--- src/rtl/ixc_capture_pkg.sv ---
// ixc_capture_pkg: shared types and sizing for the ixc_capture change-log block.
package ixc_capture_pkg;
  localparam int CAP_W = 4;
  localparam int CAP_TS_W = 16;
  localparam int CAP_DEPTH = 4;
  function automatic int lvl_w(input int depth);
    return $clog2(depth) + 1;
  endfunction
  localparam int LVL_W = lvl_w(CAP_DEPTH);
  typedef enum logic [1:0] {IDLE, PRIME, RUN} state_t;
  typedef struct packed {
    logic [CAP_W-1:0]    data;
    logic [CAP_TS_W-1:0] ts;
    logic                init;
  } rec_t;
endpackage

--- src/rtl/ixc_capture_if.sv ---
// ixc_capture_if: valid/ready event-record channel from capture logic to its consumer.
interface ixc_capture_if
  import ixc_capture_pkg::*;
#(
  parameter int WIDTH = CAP_W,
  parameter int TS_W  = CAP_TS_W
);
  logic             out_valid;
  logic             out_ready;
  logic [WIDTH-1:0] out_data;
  logic [TS_W-1:0]  out_ts;
  logic             out_init;
  modport master (output out_valid, out_data, out_ts, out_init, input out_ready);
  modport slave  (input out_valid, out_data, out_ts, out_init, output out_ready);
endinterface

--- src/rtl/ixc_capture_fifo.sv ---
// ixc_capture_fifo: register-array FIFO; a push while full is accepted only alongside a pop.
module ixc_capture_fifo
  import ixc_capture_pkg::*;
#(
  parameter int W     = 8,
  parameter int DEPTH = 4
) (
  input  logic                    clk,
  input  logic                    rst_n,
  input  logic                    push_i,
  input  logic                    pop_i,
  input  logic [W-1:0]            din_i,
  output logic [W-1:0]            dout_o,
  output logic                    full_o,
  output logic                    empty_o,
  output logic [lvl_w(DEPTH)-1:0] level_o
);
  localparam int AW = $clog2(DEPTH);
  logic [W-1:0]  mem_q [DEPTH];
  logic [AW-1:0] wr_q, rd_q;
  logic [AW:0]   level_q;
  logic          do_push, do_pop;
  assign empty_o = level_q == '0;
  assign full_o  = level_q == (AW+1)'(DEPTH);
  assign do_pop  = pop_i && !empty_o;
  assign do_push = push_i && (!full_o || do_pop);
  assign dout_o  = mem_q[rd_q];
  assign level_o = level_q;
  always_ff @(posedge clk or negedge rst_n) begin
    if (!rst_n) begin
      for (int i = 0; i < DEPTH; i++) mem_q[i] <= '0;
      wr_q    <= '0;
      rd_q    <= '0;
      level_q <= '0;
    end else begin
      if (do_push) mem_q[wr_q] <= din_i;
      wr_q    <= wr_q + AW'(do_push);
      rd_q    <= rd_q + AW'(do_pop);
      level_q <= level_q + (AW+1)'(do_push) - (AW+1)'(do_pop);
    end
  end
endmodule

--- src/rtl/ixc_capture_4.sv ---
// ixc_capture_4: logs value changes of a 4-bit assigned net into an event FIFO.
// Define IXC_CAPTURE_TSTAMP_EN to attach a cycle timestamp to each record on out_ts.
module ixc_capture_4
  import ixc_capture_pkg::*;
#(
  parameter int WIDTH  = CAP_W,
  parameter int TS_W   = CAP_TS_W,
  parameter int DEPTH  = CAP_DEPTH,
  parameter int LOST_W = 8
) (
  input  logic                    clk,
  input  logic                    rst_n,
  input  logic                    en,
  input  logic [WIDTH-1:0]        val,
  ixc_capture_if.master           cap,
  input  logic                    ovf_clr,
  output logic                    overflow,
  output logic [LOST_W-1:0]       lost,
  output logic [lvl_w(DEPTH)-1:0] level
);
  state_t            state_q, state_d;
  logic [WIDTH-1:0]  prev_q, prev_d;
  logic              overflow_q, overflow_d;
  logic [LOST_W-1:0] lost_q, lost_d;
  logic              push, pop, drop, full, empty, is_init;
  always_comb begin
    state_d = state_q;
    prev_d  = prev_q;
    push    = 1'b0;
    case (state_q)
      IDLE:  state_d = en ? PRIME : IDLE;
      PRIME: begin
        state_d = en ? RUN : IDLE;
        push    = en;
        prev_d  = en ? val : prev_q;
      end
      RUN: begin
        state_d = en ? RUN : IDLE;
        push    = en && (val != prev_q);
        prev_d  = push ? val : prev_q;
      end
      default: state_d = IDLE;
    endcase
  end
  assign is_init       = state_q == PRIME;
  assign cap.out_valid = !empty;
  assign pop           = !empty && cap.out_ready;
  assign drop          = push && full && !pop;
  // A drop in the same cycle as a clear wins, so the new loss is never hidden.
  assign overflow_d = drop || (overflow_q && !ovf_clr);
  assign lost_d = drop ? (ovf_clr ? LOST_W'(1) : (&lost_q ? lost_q : lost_q + 1'b1))
                : ovf_clr ? '0 : lost_q;
  assign overflow = overflow_q;
  assign lost     = lost_q;
  always_ff @(posedge clk or negedge rst_n) begin
    if (!rst_n) begin
      state_q    <= IDLE;
      prev_q     <= '0;
      overflow_q <= 1'b0;
      lost_q     <= '0;
    end else begin
      state_q    <= state_d;
      prev_q     <= prev_d;
      overflow_q <= overflow_d;
      lost_q     <= lost_d;
    end
  end
`ifdef IXC_CAPTURE_TSTAMP_EN
  localparam int RW = $bits(rec_t);
  logic [TS_W-1:0] ts_q;
  rec_t            rin, rout;
  always_ff @(posedge clk or negedge rst_n) begin
    if (!rst_n) ts_q <= '0;
    else        ts_q <= state_q != IDLE ? ts_q + 1'b1 : ts_q;
  end
  assign rin          = '{data: val, ts: ts_q, init: is_init};
  assign cap.out_data = rout.data;
  assign cap.out_ts   = rout.ts;
  assign cap.out_init = rout.init;
`else
  localparam int RW = WIDTH + 1;
  logic [RW-1:0] rin, rout;
  assign rin = {val, is_init};
  assign {cap.out_data, cap.out_init} = rout;
  assign cap.out_ts = '0;
`endif
  ixc_capture_fifo #(.W(RW), .DEPTH(DEPTH)) u_fifo (
    .clk     (clk),
    .rst_n   (rst_n),
    .push_i  (push),
    .pop_i   (pop),
    .din_i   (rin),
    .dout_o  (rout),
    .full_o  (full),
    .empty_o (empty),
    .level_o (level)
  );
endmodule
--- src/flat_wrapper.sv ---
// flat-port wrapper written by rule: the top's interface ports become plain ports
module ixc_capture_4_flat import ixc_capture_pkg::*;
#(
  parameter int WIDTH  = CAP_W,
  parameter int TS_W   = CAP_TS_W,
  parameter int DEPTH  = CAP_DEPTH,
  parameter int LOST_W = 8
)
  (clk, rst_n, en, val, ovf_clr, overflow, lost, level, cap_out_valid, cap_out_data, cap_out_ts, cap_out_init, cap_out_ready);
  ixc_capture_if #(.WIDTH(WIDTH), .TS_W(TS_W)) cap_i ();
  input  logic clk;
  input  logic rst_n;
  input  logic en;
  input  logic [WIDTH-1:0] val;
  input  logic ovf_clr;
  output logic overflow;
  output logic [LOST_W-1:0] lost;
  output logic [lvl_w(DEPTH)-1:0] level;
  output wire logic [$bits(cap_i.out_valid)-1:0] cap_out_valid;
  output wire logic [$bits(cap_i.out_data)-1:0] cap_out_data;
  output wire logic [$bits(cap_i.out_ts)-1:0] cap_out_ts;
  output wire logic [$bits(cap_i.out_init)-1:0] cap_out_init;
  input wire logic [$bits(cap_i.out_ready)-1:0] cap_out_ready;
  assign cap_out_valid = cap_i.out_valid;
  assign cap_out_data = cap_i.out_data;
  assign cap_out_ts = cap_i.out_ts;
  assign cap_out_init = cap_i.out_init;
  assign cap_i.out_ready = cap_out_ready;
  ixc_capture_4 #(.WIDTH(WIDTH), .TS_W(TS_W), .DEPTH(DEPTH), .LOST_W(LOST_W)) u_core (.clk(clk), .rst_n(rst_n), .en(en), .val(val), .cap(cap_i), .ovf_clr(ovf_clr), .overflow(overflow), .lost(lost), .level(level));
endmodule
--- config.mk ---
export PLATFORM = sky130hd
export DESIGN_NAME = ixc_capture_4_flat
export DESIGN_NICKNAME = d
export VERILOG_FILES = /design/src/rtl/ixc_capture_pkg.sv /design/src/rtl/ixc_capture_if.sv /design/src/rtl/ixc_capture_fifo.sv /design/src/rtl/ixc_capture_4.sv /design/src/flat_wrapper.sv
export SDC_FILE = /design/constraint.sdc
export NUM_CORES = 1
export LEC_CHECK = 0
export BUFFER_PORTS_ARGS = -buffer_cell sky130_fd_sc_hd__buf_4
export CAP_MARGIN = 20
export CELL_PAD_IN_SITES_DETAIL_PLACEMENT = 1
export CELL_PAD_IN_SITES_GLOBAL_PLACEMENT = 1
export CORE_MARGIN = 2
export CORE_UTILIZATION = 30
export CTS_BUF_LIST = sky130_fd_sc_hd__clkbuf_4
export CTS_CLUSTER_SIZE = 8
export DETAILED_ROUTE_END_ITERATION = 8
export HOLD_SLACK_MARGIN = 0.02
export PLACE_DENSITY = 0.55
export SLEW_MARGIN = 20
export SYNTH_ARGS = -nofsm -noshare
export SYNTH_HDL_FRONTEND = slang
export SYNTH_SLANG_ARGS = --single-unit
--- constraint.sdc ---
create_clock -name clk -period 2.76 [get_ports clk]
set_clock_uncertainty 0.05 [all_clocks]
set_input_delay 0.276 -clock clk [delete_from_list [all_inputs] [get_ports clk]]
set_output_delay 0.276 -clock clk [all_outputs]
set_load 0.03 [all_outputs]
==> impl_metrics.csv, run 1 <==
group,metric,value,unit
synth,ys_ff_latch,42,
placement,portBuffers,26,
routing,drcViolationCount,0,
timing,fmax,399.7,MHz
cells_and_area,multi_input_area,1010,sq um
timing,period_share,0.9064,
clock_network,ctsResizeCount,0,
clock_network,clockBufferDepth,2,
floorplanning,die_x,89.34,um
synth,synth_ff_type,"dfrtp_1",
cells_and_area,diodes,0,
pwr,ir_worst_vdd,186.8,uV
hold_path,worst_hold_path_type,"in -> reg",
worst_setup_path,path_max_fanout,5,
synth,ys_warn_count,0,
clock_network,clkSlewWorstSetupHoldPaths,0.13,ns
placement,place_congestion,0.7298,
worst_setup_path,crit_path_start_kind,"register",
worst_setup_path,endpoint_kind,"register",
synth,seq_area_frac_synth,0.4811,
clock_network,cts_tree,"yes",
placement,pre_cts_ws,0.2292,ns
worst_setup_path,path_class,"reg -> reg",
global_route,grt_max_degree,43,
synth,syn_inst,170,
timing,tns,0,ns
global_route,antenna_found_initial,0,
cells_and_area,final_core_util,0.3478,
routing,route.final.wire_length,4.691,mm
worst_setup_path,cp.required,2.99,ns
flow_run,maxCapViolations,0,
clock_network,htree_levels,2,
floorplanning,die_area,7981,sq um
timing,finalHoldViolations,0,
outcome,outcome,"finished clean",
cells_and_area,drive_above_1_share,0.3650,
timing,worstMarginPinSlew,0.5619,ns
clock_network,post-cts-setup-buffer-count,0,
worst_setup_path,crit_arrival,2.73,ns
timing,max_slew_margin,0.6254,
floorplanning,die-height,89.34,um
routing,route.detailed.vias_per_inst,4.582,
floorplanning,rows,31,
floorplanning,num_io_pins,43,
cells_and_area,register_area,1051,sq um
synth,synth_edf_count,0,
global_route,grt_first_pass_wirelength,7.507,mm
timing,drv_slew,0,
placement,place_inst,290,
routing,antenna_left,0,
clock_network,hold_buffers,1,
synth,syn_avg_cell_area,12.85,sq um
routing,first_iter_violations,43,
pwr,powerDensity,913.9,nW/um^2
global_route,overflow,0,
routing,routed-via-count,1370,
clock_network,tritoncts.num_buffers,5,
clock_network,clock_latency,0.35,ns
global_route,grt_pass1_vias,1419,
timing,fin_crit,2.502,ns
routing,firstDrtPassIters,4,
timing,setup_viol,0,
cells_and_area,fillCellCount,807,
cells_and_area,final_cell_mix,"dfrtp_1 (42), buf_4 (26), mux2_2 (24)",
placement,hpwl,3.443,mm
cells_and_area,stdcell_count,299,
synth,yosysUniqueCellTypes,47,
global_route,track_usage,0.1276,
cells_and_area,layout_commonest_cell,"dfrtp_1",
synth,async_flop_share,1.000,
clock_network,clockRootBuffer,"clkbuf_4",
cells_and_area,nets,218,
timing,rsz0062_at_grt,"false",
pwr,power.leakage,1.192,nW
floorplanning,coreArea,7137,sq um
timing,fin_ws,0.2584,ns
cells_and_area,syn_to_final_growth,13.63,%
floorplanning,start_util,0.3061,
clock_network,numClockSinks,42,
routing,wl_per_cell,15.69,um
synth,netlist_area,2185,sq um
final timing paths:
| kind | startpoint | end | slack, ns | depth (start not counted) |
|---|---|---|---|---|
| worst max register to register | u_core.prev_q[3]$_DFFE_PN0P_ | u_core.u_fifo.level_o[2]$_DFF_PN0_ | 0.26 | 9 |
| max in group asynchronous | rst_n | u_core.lost[2]$_DFFE_PN0P_ | 1.87 | 2 |
| worst min-delay path | ovf_clr | u_core.lost[5]$_DFFE_PN0P_ | 0.06 | 2 |
| worst max-delay path | u_core.prev_q[3]$_DFFE_PN0P_ | u_core.u_fifo.level_o[2]$_DFF_PN0_ | 0.26 | 9 |
| min in group asynchronous | rst_n | u_core.u_fifo.mem_q[16]$_DFFE_PN0P_ | 0.39 | 2 |
| worst min register to register | u_core.overflow$_DFF_PN0_ | u_core.overflow$_DFF_PN0_ | 0.46 | 1 |
cell type report:
cell class / count / share of cell area
timing repair buffer: 27 / 0.08266
inverter: 9 / 0.01361
sequential: 42 / 0.4234
clock buffer: 6 / 0.01815
tap: 99 / 0.04990
clock inverter: 2 / 0.005544
multi-input combinational: 114 / 0.4068
through the flow:
step	instance area, sq um	hold slack, ns	power (W)
after floorplan	2241	-0.06959	0.001699
after global placement	2414	0.2433	0.001924
after detailed placement	2414	0.2569	0.001987
after CTS	2482	0.04180	0.002317
after global routing	2482	0.03996	0.002432
final	2482	0.05643	0.002269
registers in the layout, summed over array words and instances (netlist names):
signal and flops:
u_core.lost 8, u_core.overflow 1, u_core.prev_q 4, u_core.state_q 2, u_core.u_fifo.level_o 3, u_core.u_fifo.mem_q 20, u_core.u_fifo.rd_q 2, u_core.u_fifo.wr_q 2
metal layers:
layer	up-vias	track usage	wire length, um
li1	629	-	-
met1	711	0.1531	2034
met2	26	0.2290	2440
met3	4	0.02770	172
met4	0	0.03664	44
met5	-	0	0
critical path, stage by stage (launching register included):
cell	delay, ns
dfrtp_1	0.41
xor2_1	0.17
o41a_2	0.56
o21ai_2	0.19
ha_1	0.14
inv_1	0.04
ha_1	0.18
fa_1	0.37
xnor2_1	0.18
xnor2_1	0.13
synthesized netlist by cell type, drive strengths merged, types with 2 or more instances:
master | count | share of area
dfrtp | 42 | 0.48
mux2 | 24 | 0.12
buf | 17 | 0.057
ha | 9 | 0.052
inv | 9 | 0.015
xor2 | 7 | 0.028
mux4 | 5 | 0.052
nand3 | 5 | 0.011
o21a | 5 | 0.017
o21ai | 4 | 0.013
a211oi | 3 | 0.016
a21oi | 3 | 0.0069
clkbuf | 3 | 0.0097
nor2 | 3 | 0.0052
a31oi | 2 | 0.0057
and2 | 2 | 0.0063
and3 | 2 | 0.0063
nand2 | 2 | 0.0034
nand3b | 2 | 0.0086
nor3 | 2 | 0.0046
or3 | 2 | 0.0063
xnor2 | 2 | 0.0080
where the power goes:
part | internal (W) | switching [W]
registers | 0.000834 | 0.000183
logic | 0.000457 | 0.000471
clock network | 0.000110 | 0.000213
cell families after synthesis:
kind of cell	Yosys count	synth area share
other	1	0.001717
and+or+nand+nor	28	0.08364
muxes	30	0.1798
AOI/OAI and AO/OA	21	0.07445
xor gates and xnor gates	9	0.03608
DFF	42	0.4811
adders and majority gates	10	0.06071
buffers and inverters	29	0.08247
Note: power is estimated with default switching activity, not from simulation.
==> run 2: changes to the inputs <==
--- a/config.mk
+++ b/config.mk
@@ -5,6 +5,7 @@
 export SDC_FILE = /design/constraint.sdc
 export NUM_CORES = 1
 export LEC_CHECK = 0
+export ABC_AREA = 1
 export BUFFER_PORTS_ARGS = -buffer_cell sky130_fd_sc_hd__buf_4
 export CAP_MARGIN = 20
 export CELL_PAD_IN_SITES_DETAIL_PLACEMENT = 1
@@ -14,8 +15,9 @@
 export CTS_BUF_LIST = sky130_fd_sc_hd__clkbuf_4
 export CTS_CLUSTER_SIZE = 8
 export DETAILED_ROUTE_END_ITERATION = 8
+export GPL_ROUTABILITY_DRIVEN = 0
 export HOLD_SLACK_MARGIN = 0.02
-export PLACE_DENSITY = 0.55
+export PLACE_DENSITY = 0.58
 export SLEW_MARGIN = 20
 export SYNTH_ARGS = -nofsm -noshare
 export SYNTH_HDL_FRONTEND = slang
==> impl_metrics.csv, run 2 <==
group,metric,value,unit
outcome,outcome,"finished clean",
synth,ys_warn_count,0,
pwr,internal_power,0.001295,W
global_route,grt_max_degree,43,
worst_setup_path,r2r_slack,0.28,ns
global_route,grt_first_pass_wirelength,8.880,mm
synth,synthSimpleGateAreaFrac,0.2305,
timing,fmax,402.7,MHz
placement,portBuffers,26,
worst_setup_path,timing.rr.start,"u_core.state_q[1]$_DFF_PN0_",
cells_and_area,largest_reg_flops,20,
cells_and_area,nets,321,
synth,async_flop_share,1.000,
cells_and_area,drive_above_1_share,0.1485,
clock_network,numClockSinks,42,
floorplanning,die_x,91.39,um
worst_setup_path,slowest_delay,0.41,ns
synth,synth_top_cell_area_share,0.4588,
pwr,powerDensity,898.1,nW/um^2
timing,worstMarginPinSlew,0.5483,ns
timing,setup_viol,0,
synth,ys_ff_latch,42,
clock_network,post-cts-setup-buffer-count,0,
routing,drcViolationCount,0,
worst_setup_path,path_max_fanout,15,
synth,synth_edf_count,0,
floorplanning,die_area,8351,sq um
pwr,swShare,0.4435,
timing,fin_crit,2.483,ns
synth,synth_common_cells,"nand2_1 (65), dfrtp_1 (42), o21ai_0 (30)",
cells_and_area,final_cell_mix,"nand2_1 (65), dfrtp_1 (42), o21ai_0 (30)",
clock_network,cts_tree,"yes",
clock_network,clockBufferDepth,2,
floorplanning,start_util,0.3125,
worst_setup_path,critical_path.top_delay_family,"adder cells",
clock_network,tritoncts.num_buffers,5,
routing,routed-via-count,1804,
timing,rsz0062_at_grt,"false",
hold_path,hold_end,"u_core.prev_q[2]$_DFFE_PN0P_",
cells_and_area,largest_register,"u_core.u_fifo.mem_q",
placement,dpl_cell_area,2525,sq um
pwr,combPwrFrac,0.441,
timing,fin_ws,0.2768,ns
synth,syn_avg_cell_area,8.392,sq um
timing,max_slew_margin,0.6345,
worst_setup_path,cp.required,2.95,ns
synth,yosysTopAreaCell,"dfrtp_1",
pwr,clockPowerShare,0.131,
routing,wl_per_cell,13.01,um
timing,period_share,0.8997,
synth,synth_top_family_by_area,"simple AND/OR/NAND/NOR gates",
worst_setup_path,crit_path_start_kind,"register",
flow_run,maxCapViolations,0,
synth,synth.most_common_cell,"nand2_1",
cells_and_area,final_core_util,0.3535,
worst_setup_path,crit_arrival,2.68,ns
pwr,p_switching,0.001032,W
worst_setup_path,crit_buf_inv,3,
hold_path,worstHoldStart,"val[2]",
global_route,track_usage,0.1337,
cells_and_area,design_area,2591,sq um
timing,finalHoldViolations,0,
clock_network,htree_levels,2,
synth,netlist_area,2291,sq um
placement,pre_cts_ws,0.2638,ns
worst_setup_path,cp_slowest_cell,"dfrtp_1",
worst_setup_path,path_class,"reg -> reg",
routing,firstDrtPassIters,4,
placement,hpwl,3.763,mm
synth,synth.area.top_cells,"dfrtp_1 (46%), nand2_1 (11%), o21ai_0 (6.6%), buf_4 (5.2%), ha_1 (4.9%)",
pwr,ir_worst_vdd,395.5,uV
floorplanning,rows,31,
clock_network,clkSlewWorstSetupHoldPaths,0.13,ns
hold_path,hold_depth,3,
global_route,overflow,0,
timing,tns,0,ns
worst_setup_path,crit_path_start,"u_core.state_q[1]$_DFF_PN0_",
cells_and_area,syn_to_final_growth,13.11,%
routing,antenna_left,0,
synth,synth_ff_type,"dfrtp_1",
floorplanning,num_io_pins,43,
timing,holdWs,0.08893,ns
hold_path,worst_hold_path_type,"in -> reg",
synth,seq_area_frac_synth,0.4588,
global_route,grt_pass1_vias,1778,
floorplanning,coreArea,7331,sq um
synth,yosysUniqueCellTypes,29,
global_route,antenna_found_initial,1,
floorplanning,die-height,91.39,um
synth,syn_inst,273,
synth,synthAdderAreaFrac,0.05789,
synth,synth_xor_area_frac,0.02676,
pwr,seqPwrFrac,0.428,
routing,first_iter_violations,71,
synth,synth_compound_area_frac,0.1087,
clock_network,clockRootBuffer,"clkbuf_4",
clock_network,clock_latency,0.35,ns
timing,drv_slew,0,
pwr,power.leakage,1.339,nW
routing,route.final.wire_length,5.243,mm
worst_setup_path,rr_worst_depth,12,
synth,synthMuxAreaShare,0,
cells_and_area,layout_commonest_cell,"nand2_1",
routing,route.detailed.vias_per_inst,4.476,
worst_setup_path,r2r_end,"u_core.u_fifo.level_o[2]$_DFF_PN0_",
worst_setup_path,endpoint_kind,"register",
worst_setup_path,crit_chain,"inv_1 -> ha_1 -> nand2_1 -> inv_1 -> nand2_1 -> nand2_4 -> nand2_1 -> ha_1 -> inv_1 -> ha_1 -> fa_1 -> xnor2_1",
## run 2: changes by cell type in the layout (fill, tap and decap cells not counted), sizes merged, moves of 5 or more
| cell | before | now |
|---|---|---|
| nand2 | 2 | 66 |
| o21ai | 4 | 35 |
| mux2 | 24 | 0 |
| nor2 | 3 | 24 |
| inv | 9 | 29 |
| nand3 | 5 | 19 |
| mux4 | 5 | 0 |
| o21a | 5 | 0 |
| o22ai | 0 | 5 |
## run 2: cells by family after synthesis
logic type,Yosys count
other cells,1
simple gates,116
buf+inv,52
compound gates,45
xor+xnor,7
fa+ha+maj,10
flops,42
## run 2: power groups by stage
stage / registers [W] / clock network (W) / logic (W)
floorplan: 0.000990 / 0 / 0.000729
global placement: 0.00100 / 0 / 0.00103
detailed placement: 0.00101 / 0 / 0.00104
CTS: 0.000999 / 0.000321 / 0.00105
global route: 0.00103 / 0.000347 / 0.00117
finish: 0.000997 / 0.000304 / 0.00103
## run 2: layer usage
layer / track usage / part of all wire / vias to the layer above
met4: 0.04545 / 0.016 / 0
met2: 0.2040 / 0.45 / 28
met5: 0 / 0 / -
met1: 0.1906 / 0.51 / 862
met3: 0.02324 / 0.024 / 6
li1: - / - / 908
## run 2: how the worst max path moves through the flow
| stage | endpoint | slack (ns) | cells past startpoint |
|---|---|---|---|
| floorplan | u_core.u_fifo.level_o[2]$_DFF_PN0_ | 0.44 | 13 |
| global placement | u_core.u_fifo.level_o[2]$_DFF_PN0_ | 0.39 | 12 |
| detailed placement | u_core.u_fifo.level_o[2]$_DFF_PN0_ | 0.26 | 12 |
| CTS | u_core.u_fifo.level_o[2]$_DFF_PN0_ | 0.24 | 12 |
| global route | u_core.u_fifo.level_o[2]$_DFF_PN0_ | 0.10 | 12 |
| finish | u_core.u_fifo.level_o[2]$_DFF_PN0_ | 0.28 | 12 |
## run 2: tightest hold or removal path, cell delays in order
cell and delay (ns):
buf_4 0.09, nand2_1 0.04, o21ai_0 0.05
## run 2: area by class of cell
type                       count  area [sq um]
clock buffer                   6         45.04
inverter                      31         116.4
clock inverter                 2         8.758
antenna                        1         2.502
fill                         883          4740
sequential                    42          1051
multi-input combinational    194          1031
tap                           99         123.9
timing repair buffer          28         212.7
## run 2: metrics by stage
| step | power [W] | cells |
|---|---|---|
| floorplan | 0.001719 | 288 |
| global placement | 0.002035 | 393 |
| detailed placement | 0.002056 | 393 |
| CTS | 0.002371 | 402 |
| global route | 0.002540 | 403 |
| finish | 0.002327 | 403 |
## run 2: timing repair
item | in CTS | in global routing
hold endpoints to repair | 42 | 0
hold buffers | 1 | 0
gates resized for setup | 0 | 0
endpoints found under the setup margin | 0 | 0
==> run 3: changes to the inputs <==
--- a/config.mk
+++ b/config.mk
@@ -11,13 +11,13 @@
 export CELL_PAD_IN_SITES_DETAIL_PLACEMENT = 1
 export CELL_PAD_IN_SITES_GLOBAL_PLACEMENT = 1
 export CORE_MARGIN = 2
-export CORE_UTILIZATION = 30
+export CORE_UTILIZATION = 42
 export CTS_BUF_LIST = sky130_fd_sc_hd__clkbuf_4
 export CTS_CLUSTER_SIZE = 8
 export DETAILED_ROUTE_END_ITERATION = 8
 export GPL_ROUTABILITY_DRIVEN = 0
 export HOLD_SLACK_MARGIN = 0.02
-export PLACE_DENSITY = 0.58
+export PLACE_DENSITY = 0.78
 export SLEW_MARGIN = 20
 export SYNTH_ARGS = -nofsm -noshare
 export SYNTH_HDL_FRONTEND = slang
==> constraint.sdc (replaced) <==
create_clock -name clk -period 2.76 [get_ports clk]
set_clock_uncertainty 0.05 [all_clocks]
set_input_delay 0.276 -clock clk [delete_from_list [all_inputs] [get_ports clk]]
set_output_delay 0.276 -clock clk [all_outputs]
set_load 0.02 [all_outputs]
==> impl_metrics.csv, run 3 (synthesis results as in run 2) <==
group,metric,value,unit
outcome,outcome,"finished clean",
cells_and_area,syn_to_final_growth,11.36,%
pwr,seqPwrFrac,0.443,
cells_and_area,nets,321,
routing,wl_met3,207,um
pwr,internal_power,0.001303,W
pwr,combPwrFrac,0.420,
pwr,ir_worst_vdd,355.0,uV
floorplanning,num_io_pins,43,
timing,holdWs,0.1101,ns
clock_network,clockBufferDepth,2,
cells_and_area,largest_reg_flops,20,
floorplanning,coreArea,5172,sq um
placement,portBuffers,26,
clock_network,htree_levels,2,
worst_setup_path,cp.required,2.95,ns
clock_network,clkSlewWorstSetupHoldPaths,0.12,ns
clock_network,numClockSinks,42,
timing,worstMarginPinSlew,0.5280,ns
timing,period_share,0.8779,
worst_setup_path,timing.rr.start,"u_core.state_q[1]$_DFF_PN0_",
clock_network,tritoncts.num_buffers,5,
routing,drcViolationCount,0,
global_route,track_usage,0.1730,
worst_setup_path,r2r_end,"u_core.u_fifo.level_o[2]$_DFF_PN0_",
global_route,grt_pass1_vias,1784,
routing,antenna_left,0,
cells_and_area,fillCellCount,650,
cells_and_area,largest_register,"u_core.u_fifo.mem_q",
timing,max_slew_margin,0.6480,
hold_path,hold_depth,3,
worst_setup_path,r2r_slack,0.34,ns
worst_setup_path,path_class,"reg -> reg",
pwr,power.leakage,1.338,nW
clock_network,cts_tree,"yes",
timing,fin_crit,2.423,ns
pwr,swShare,0.4177,
placement,hpwl,3.568,mm
cells_and_area,diodes,0,
cells_and_area,final_cell_mix,"nand2_1 (65), dfrtp_1 (42), o21ai_0 (30)",
floorplanning,die_area,6061,sq um
pwr,totalPowerFinal,0.002238,W
global_route,grt_max_degree,43,
routing,first_iter_violations,127,
clock_network,ctsResizeCount,0,
worst_setup_path,crit_path_start_kind,"register",
routing,met2_length,2.313,mm
cells_and_area,layout_commonest_cell,"nand2_1",
worst_setup_path,path_max_fanout,15,
flow_run,maxCapViolations,0,
clock_network,clock_latency,0.34,ns
global_route,overflow,0,
worst_setup_path,crit_arrival,2.61,ns
routing,wl_per_cell,13.16,um
global_route,antenna_found_initial,0,
pwr,clockPowerShare,0.137,
pwr,powerDensity,877.2,nW/um^2
clock_network,post-cts-setup-buffer-count,0,
floorplanning,die-height,77.86,um
floorplanning,die_x,77.86,um
timing,setup_viol,0,
clock_network,hold_buffers,1,
routing,highest_layer,"met4",
pwr,p_switching,0.0009348,W
worst_setup_path,rr_worst_depth,12,
clock_network,clockRootBuffer,"clkbuf_4",
timing,fmax,412.7,MHz
global_route,grt_first_pass_wirelength,8.369,mm
routing,routed-via-count,1826,
floorplanning,start_util,0.4429,
timing,drv_slew,0,
routing,route.final.wire_length,4.896,mm
hold_path,worstHoldStart,"val[2]",
floorplanning,rows,26,
routing,firstDrtPassIters,4,
worst_setup_path,endpoint_kind,"register",
timing,finalHoldViolations,0,
routing,route.detailed.vias_per_inst,4.909,
timing,rsz0062_at_grt,"false",
routing,wl_met1,2.309,mm
timing,tns,0,ns
hold_path,worst_hold_path_type,"in -> reg",
hold_path,hold_end,"u_core.prev_q[2]$_DFFE_PN0P_",
cells_and_area,drive_above_1_share,0.1490,
[run 3: cell types whose count changed in the layout (fill, tap and decap cells not counted)]
| cell | previous run | this run |
|---|---|---|
| clkbuf_4 | 6 | 7 |
| clkinv_1 | 3 | 2 |
| clkinv_2 | 1 | 0 |
| diode_2 | 1 | 0 |
[run 3: power groups by stage]
stage | clock network [W] | registers, W | logic [W]
floorplan | 0 | 0.000972 | 0.000664
global placement | 0 | 0.000994 | 0.000925
detailed placement | 0 | 0.00101 | 0.000953
CTS | 0.000321 | 0.000995 | 0.000957
global route | 0.000343 | 0.00103 | 0.00108
finish | 0.000306 | 0.000991 | 0.000940
[run 3: critical path, stage by stage (launching register included)]
cell	delay [ns]
dfrtp_1	0.40
inv_1	0.07
ha_1	0.30
nand2_1	0.06
inv_1	0.06
nand2_1	0.08
nand2_4	0.18
nand2_1	0.10
ha_1	0.29
inv_1	0.05
ha_1	0.18
fa_1	0.37
xnor2_1	0.13
[run 3: layer usage]
| metal | track usage | vias up |
|---|---|---|
| li1 | - | 909 |
| met5 | 0 | - |
| met3 | 0.02093 | 5 |
| met1 | 0.2412 | 867 |
| met2 | 0.2759 | 45 |
| met4 | 0.06429 | 0 |
[run 3: stage by stage]
stage,setup WS (ns),cell area [sq um],utilization,std cells
6_report,0.3369,2551,0.4932,372
3_3_place_gp,0.4212,2489,0.4811,364
4_1_cts,0.3270,2551,0.4932,372
3_5_place_dp,0.3479,2489,0.4811,364
2_1_floorplan,0.4411,2347,-,288
5_1_grt,0.1619,2551,0.4932,372
[run 3: worst max-delay path by stage]
stage | start | end | slack, ns | cells past startpoint
after floorplan | u_core.state_q[0]$_DFF_PN0_ | u_core.u_fifo.level_o[2]$_DFF_PN0_ | 0.44 | 13
after global placement | u_core.state_q[0]$_DFF_PN0_ | u_core.u_fifo.level_o[2]$_DFF_PN0_ | 0.42 | 12
after detailed placement | u_core.state_q[0]$_DFF_PN0_ | u_core.u_fifo.level_o[2]$_DFF_PN0_ | 0.35 | 12
after CTS | u_core.state_q[1]$_DFF_PN0_ | u_core.u_fifo.level_o[2]$_DFF_PN0_ | 0.33 | 12
after global routing | u_core.state_q[0]$_DFF_PN0_ | u_core.u_fifo.level_o[2]$_DFF_PN0_ | 0.16 | 12
final | u_core.state_q[1]$_DFF_PN0_ | u_core.u_fifo.level_o[2]$_DFF_PN0_ | 0.34 | 12
[run 3: layout make-up]
type | count | area [sq um] | share of cell area
clock buffer | 7 | 52.55 | 0.02060
inverter | 31 | 116.4 | 0.04561
multi-input combinational | 194 | 1031 | 0.4041
sequential | 42 | 1051 | 0.4120
tap | 70 | 87.58 | 0.03433
timing repair buffer | 28 | 212.7 | 0.08337
